## src/rtl/branch_seq_pkg.sv

```systemverilog
// Shared types for the branch PC sequencer: decoded op codes, FSM states and default widths.
package branch_seq_pkg;

  localparam int ADDR_W_DEF = 19;
  localparam int DATA_W_DEF = 19;

  typedef enum logic [2:0] {
    OP_SEQ  = 3'd0,
    OP_BRQ  = 3'd1,
    OP_JMP  = 3'd2,
    OP_CALL = 3'd3,
    OP_RET  = 3'd4,
    OP_HALT = 3'd5
  } op_e;

  typedef enum logic [1:0] {
    ST_FETCH = 2'd0,
    ST_WAIT  = 2'd1,
    ST_HALT  = 2'd2
  } state_e;

endpackage

```

## src/rtl/return_addr_stack.sv

```systemverilog
// Circular-buffer return-address stack; a push onto a full stack overwrites the oldest entry.
module return_addr_stack #(
  parameter int DEPTH = 4,
  parameter int WIDTH = 19
) (
  input  logic             clk,
  input  logic             rst_n,
  input  logic             push,
  input  logic             pop,
  input  logic [WIDTH-1:0] din,
  output logic [WIDTH-1:0] dout,
  output logic             empty,
  output logic             full,
  output logic             ovf_pulse
);

  localparam int PTR_W = (DEPTH > 1) ? $clog2(DEPTH) : 1;

  logic [WIDTH-1:0] mem [DEPTH];
  logic [PTR_W-1:0] wr_ptr;
  logic [PTR_W-1:0] top_ptr;
  logic [PTR_W:0]   count;

  // When full, wr_ptr has wrapped onto the oldest slot, so a push naturally replaces it.
  assign top_ptr   = wr_ptr - PTR_W'(1);
  assign empty     = (count == '0);
  assign full      = (count == (PTR_W+1)'(DEPTH));
  assign ovf_pulse = push && full;
  assign dout      = mem[top_ptr];

  always_ff @(posedge clk) begin
    if (push) begin
      mem[wr_ptr] <= din;
    end
  end

  always_ff @(posedge clk or negedge rst_n) begin
    if (!rst_n) begin
      wr_ptr <= '0;
      count  <= '0;
    end else if (push) begin
      wr_ptr <= wr_ptr + PTR_W'(1);
      if (!full) begin
        count <= count + (PTR_W+1)'(1);
      end
    end else if (pop && !empty) begin
      wr_ptr <= top_ptr;
      count  <= count - (PTR_W+1)'(1);
    end
  end

endmodule

```

## src/rtl/branch_pc_sequencer.sv

```systemverilog
// PC sequencer: drives the fetch handshake, resolves SEQ/BRQ/JMP/CALL/RET/HALT and owns the return stack.
module branch_pc_sequencer
  import branch_seq_pkg::*;
#(
  parameter int                ADDR_W    = ADDR_W_DEF,
  parameter int                DATA_W    = DATA_W_DEF,
  parameter int                RAS_DEPTH = 4,
  parameter logic [ADDR_W-1:0] RESET_PC  = '0
) (
  input  logic              clk,
  input  logic              rst_n,
  output logic              fetch_valid,
  output logic [ADDR_W-1:0] fetch_addr,
  input  logic              fetch_ready,
  input  logic              instr_valid,
  input  logic [2:0]        op,
  input  logic [DATA_W-1:0] r_a,
  input  logic [DATA_W-1:0] r_b,
  input  logic [ADDR_W-1:0] target,
  output logic [ADDR_W-1:0] pc,
  output logic              flush,
  output logic              halted,
  output logic              ras_ovf,
  output logic              ras_unf
);

  state_e            state;
  state_e            state_next;
  logic              started;
  logic [ADDR_W-1:0] pc_next;
  logic [ADDR_W-1:0] seq_pc;
  logic              redirect;
  logic              push;
  logic              pop;
  logic              unf_set;
  logic [ADDR_W-1:0] ras_dout;
  logic              ras_empty;
  logic              ras_full;
  logic              ovf_pulse;

  return_addr_stack #(
    .DEPTH (RAS_DEPTH),
    .WIDTH (ADDR_W)
  ) u_ras (
    .clk       (clk),
    .rst_n     (rst_n),
    .push      (push),
    .pop       (pop),
    .din       (seq_pc),
    .dout      (ras_dout),
    .empty     (ras_empty),
    .full      (ras_full),
    .ovf_pulse (ovf_pulse)
  );

  // started keeps fetch_valid low for the first cycle out of reset.
  assign seq_pc      = pc + ADDR_W'(1);
  assign fetch_valid = (state == ST_FETCH) && started;
  assign fetch_addr  = pc;
  assign halted      = (state == ST_HALT);

  always_comb begin
    state_next = state;
    pc_next    = pc;
    redirect   = 1'b0;
    push       = 1'b0;
    pop        = 1'b0;
    unf_set    = 1'b0;
    case (state)
      ST_FETCH: begin
        if (started && fetch_ready) state_next = ST_WAIT;
      end
      ST_WAIT: begin
        if (instr_valid) begin
          state_next = ST_FETCH;
          pc_next    = seq_pc;
          case (op)
            OP_BRQ: begin
              if (r_a == r_b) begin
                pc_next  = target;
                redirect = 1'b1;
              end
            end
            OP_JMP: begin
              pc_next  = target;
              redirect = 1'b1;
            end
            OP_CALL: begin
              push     = 1'b1;
              pc_next  = target;
              redirect = 1'b1;
            end
            OP_RET: begin
              if (!ras_empty) begin
                pop      = 1'b1;
                pc_next  = ras_dout;
                redirect = 1'b1;
              end else begin
                unf_set = 1'b1;
              end
            end
            OP_HALT: begin
              pc_next    = pc;
              state_next = ST_HALT;
            end
            default: ;
          endcase
        end
      end
      ST_HALT: ;
      default: state_next = ST_FETCH;
    endcase
  end

  always_ff @(posedge clk or negedge rst_n) begin
    if (!rst_n) begin
      state   <= ST_FETCH;
      pc      <= RESET_PC;
      started <= 1'b0;
      flush   <= 1'b0;
      ras_ovf <= 1'b0;
      ras_unf <= 1'b0;
    end else begin
      started <= 1'b1;
      state   <= state_next;
      pc      <= pc_next;
      flush   <= redirect;
      if (ovf_pulse) ras_ovf <= 1'b1;
      if (unf_set)   ras_unf <= 1'b1;
    end
  end

endmodule
```

## config.mk

```make
export PLATFORM = sky130hd
export DESIGN_NAME = branch_pc_sequencer
export DESIGN_NICKNAME = d
export VERILOG_FILES = /design/src/rtl/branch_seq_pkg.sv /design/src/rtl/return_addr_stack.sv /design/src/rtl/branch_pc_sequencer.sv
export SDC_FILE = /design/constraint.sdc
export NUM_CORES = 1
export LEC_CHECK = 0
export BUFFER_PORTS_ARGS = -buffer_cell sky130_fd_sc_hd__buf_2
export CAP_MARGIN = 20
export CORE_ASPECT_RATIO = 1.5
export CORE_UTILIZATION = 45
export DETAILED_ROUTE_END_ITERATION = 10
export GPL_ROUTABILITY_DRIVEN = 0
export PLACE_DENSITY_LB_ADDON = 0.05
export SLEW_MARGIN = 25
export SYNTH_ARGS = -nofsm -noshare
export SYNTH_HDL_FRONTEND = slang
export SYNTH_SLANG_ARGS = --single-unit
```

## constraint.sdc

```tcl
create_clock -name clk -period 8.25 [get_ports clk]
set_input_delay 1.2375 -clock clk [delete_from_list [all_inputs] [get_ports clk]]
set_output_delay 1.2375 -clock clk [all_outputs]
set_load 0.01 [all_outputs]
```

==> metrics.md <==
| Metric | Value |
|---|---|
| Total length of routed wires | `between 10000 and 15000 µm` |
| Max Cap Violations | `0` |
| Pwr dens | `315 mW/mm²` |
| Overflow after GRT | `0` |
| Via density per instance | `approximately 5.7` |
| Final setup viols | `0` |
| Share of cells above drive strength 1 | `32.5%` |
| Final nets | `569` |
| Die footprint | `0.0125 mm²` |
| Post-route ant nets | `0` |
| Resize count post-CTS | `0` |
| Post-Syn Area | `0.00540 mm²` |
| Final Max Tran Viols | `0` |
| Synth async-reset ratio | `28.3%` |
| Worst path cell trace | `buf_2, nor2b_1, nand2_1, nor2_2, and2_1` |
| Antenna cells | `0` |
| CTS tree | `done` |
| # IOs | `approximately 110` |
| Cts-stage hold buffer count | `0` |
| Status | `finished, final reports clean` |
| Die X | `91.4 µm` |
| Startpoint types | `input port` |
| Synth cell types | `60` |
| 1st-iter DRT viols | `around 180` |
| Place WS | `4380 ps` |
| Crit Path Max Fanout | `19` |
| Ys Warns | `0` |
| Final Hold Viols | `0` |
| Clock latency on the worst-skew pair | `340 ps` |
| Post-synth EDFFs | `76` |
| Sequential element share of the synthesized area | `56.2%` |
| Slowest cell on the critical path | `and2_1` |
| Lkg Pwr | `2.31 nW` |
| Critical path data arrival time | `around 3400 ps` |
| Cell count after synthesis | `418` |
| TritonCTS Sinks | `between 100 and 150` |
| Critical Path RT | `8210 ps` |
| Die Span Y | `136 µm` |
| Dominant synthesized flop cell | `edfxtp_1` |
| Drt pass-1 iters | `4` |
| Via count | `3711` |
| Syn_nets | `between 400 and 500` |
| CP Capture Type | `flip-flop` |
| Number of CTS-inserted buffers | `9` |
| Max clock buf depth | `2` |
| RSZ-0062 raised after global routing | `no` |
| Largest net degree at the start of global routing | `31` |
| Max_slew headroom | `about a third` |
| # port buffers | `between 100 and 150` |
| HPWL after DPL | `between 9000 and 10000 µm` |
| Drt wl/cell | `between 20 and 25 µm` |
| DRC Markers | `0` |
| Total GRT Usage | `21.7%` |
| Worst-path clk slew | `70 ps` |
| Hold Crit Class | `flip-flop to flip-flop` |
| First-pass GRT wire length | `19600 µm` |
| Sum Neg Setup Slack | `0 ps` |
| Initial Utilization | `between 40 and 50%` |
| Initial antenna violation count | `0` |
| Number of global-route vias before repair | `3605` |
| Clock root buffer | `clkbuf_16` |
| CP peak stage delay | `between 800 and 900 ps` |
| Peak VDD IR | `0.000150 V` |
| Fmax | `between 200 and 300 MHz` |
| H-Tree Depth | `3` |
| Worst-margin pin slew | `1010 ps` |
| Synthesis-to-layout area growth | `15.2%` |
| Placeable Area | `0.0116 mm²` |
| Final worst setup slack | `roughly 4800 ps` |
| Final core occ | `53.7%` |
| Syn Area/Cell | `12.9 µm²` |
| Cell Rows | `48` |
| Critical path class | `input port to flip-flop` |
| Filler cell count | `1007` |
| Fin crit share | `41.8%` |
| Min cycle time layout | `3450 ps` |
| Post-CTS setup repair buffer count | `0` |
| Number of synthesized register bits | `roughly 110` |
| Skew final | `roughly 8 ps` |
through the flow:
stage                     area, µm²  power [W]  hold slack, ps  std cells
after detailed placement       5890    0.00152             467        638
after floorplan                5400    0.00132             441        418
after global routing           6220    0.00206             491        654
after CTS                      6220    0.00198             482        654
after global placement         5890    0.00151             443        638
final                          6220    0.00196             480        654
Yosys cell counts, drive strengths merged (4+ instances only):
master  instances  area, µm²
edfxtp         76       2280
a21oi          21        109
buf            34        234
nor3            7       55.1
mux4           19        428
nand2b         12       75.1
inv             9       33.8
xnor2          32        280
nor2           22       87.6
dfrtp          30        751
nand4          14       93.8
a221oi          4       47.6
xor2            7       61.3
clkbuf          5       18.8
a31oi          18        113
nor2b           4       35.0
ha              5       62.6
and4            4       35.0
nand2          23       86.3
and2            8       50.1
nand3          24        125
o21ai           6       30.0
critical path, delay by kind of cell:
| family | cells | cell delay, ps |
|---|---|---|
| AND/OR/NAND/NOR | 4 | 2010 |
| buffers and inverters | 1 | 150 |
report_power, final:
part / total [W] / internal [W] / switching [W]
clock: 0.000451 / 0.000270 / 0.000181
combinational: 0.000696 / 0.000301 / 0.000394
sequential: 0.000813 / 0.000700 / 0.000113
total: 0.00196 / 0.00127 / 0.000688
kinds of logic after synthesis:
| family | Yosys count | synth area share [%] |
|---|---|---|
| simple gates | 126 | 13.1 |
| flops | 106 | 56.2 |
| compound gates | 70 | 8.94 |
| buf+inv | 48 | 5.31 |
| xor+xnor | 39 | 6.33 |
| mux | 22 | 8.53 |
| fa+ha+maj | 6 | 1.53 |
| other cells | 1 | 0.0694 |
routing by layer:
metal  track usage (%)  wire length, µm  vias to the layer above
met5                 0                0                        -
met3              2.63              895                       15
met4              10.3              290                        0
met1              27.2             5230                     1848
li1                  -                -                     1722
met2              37.2             6730                      126
cell type report:
cell class / instances / area [µm²] / share of cell area [%]
Inverter: 9 / 33.8 / 0.543
Sequential cell: 106 / 3030 / 48.8
Clock inverter: 3 / 43.8 / 0.704
Multi-Input combinational cell: 264 / 2090 / 33.6
Tap cell: 150 / 188 / 3.02
Timing Repair Buffer: 109 / 553 / 8.89
Clock buffer: 13 / 282 / 4.53
placed cells by master, fill, tap and decap left out, types with 2 or more instances in the layout:
master	count
nor2_2	2
a21oi_1	20
mux4_2	19
a31oi_1	17
o21ai_0	5
nor2b_1	2
ha_1	5
and4_1	4
nor2_1	20
a221oi_1	2
clkbuf_16	10
and3_1	2
nand3_1	23
nor3_1	3
a21o_1	2
a32oi_1	2
clkbuf_8	2
buf_2	106
o211ai_1	2
nor3_2	4
nand4_1	13
and2_1	7
mux2_2	2
a221oi_2	2
nand2b_1	12
nand2_1	23
xor2_1	7
a2bb2oi_1	2
edfxtp_1	76
inv_1	9
buf_4	3
o22a_1	2
xnor2_1	32
dfrtp_1	30
registers in the layout (all words and copies together) (netlist names):
register	flops
u_ras.mem	76
fetch_addr	19
u_ras.count	3
state	2
u_ras.wr_ptr	2
flush	1
ras_ovf	1
ras_unf	1
started	1
path summary, 6_finish.rpt:
check	slack, ps	cells past startpoint	to	startpoint
min in group asynchronous	980	1	state[1]	rst_n
setup reg to reg	5420	7	fetch_addr[18]	fetch_addr[0]
max in group asynchronous	6750	1	fetch_addr[17]	rst_n
setup / recovery	4800	5	u_ras.mem[2][14]	op[1]
hold reg to reg	480	1	ras_unf	ras_unf
hold / removal	480	1	ras_unf	ras_unf
No activity file was read; power rests on OpenSTA's default activity.
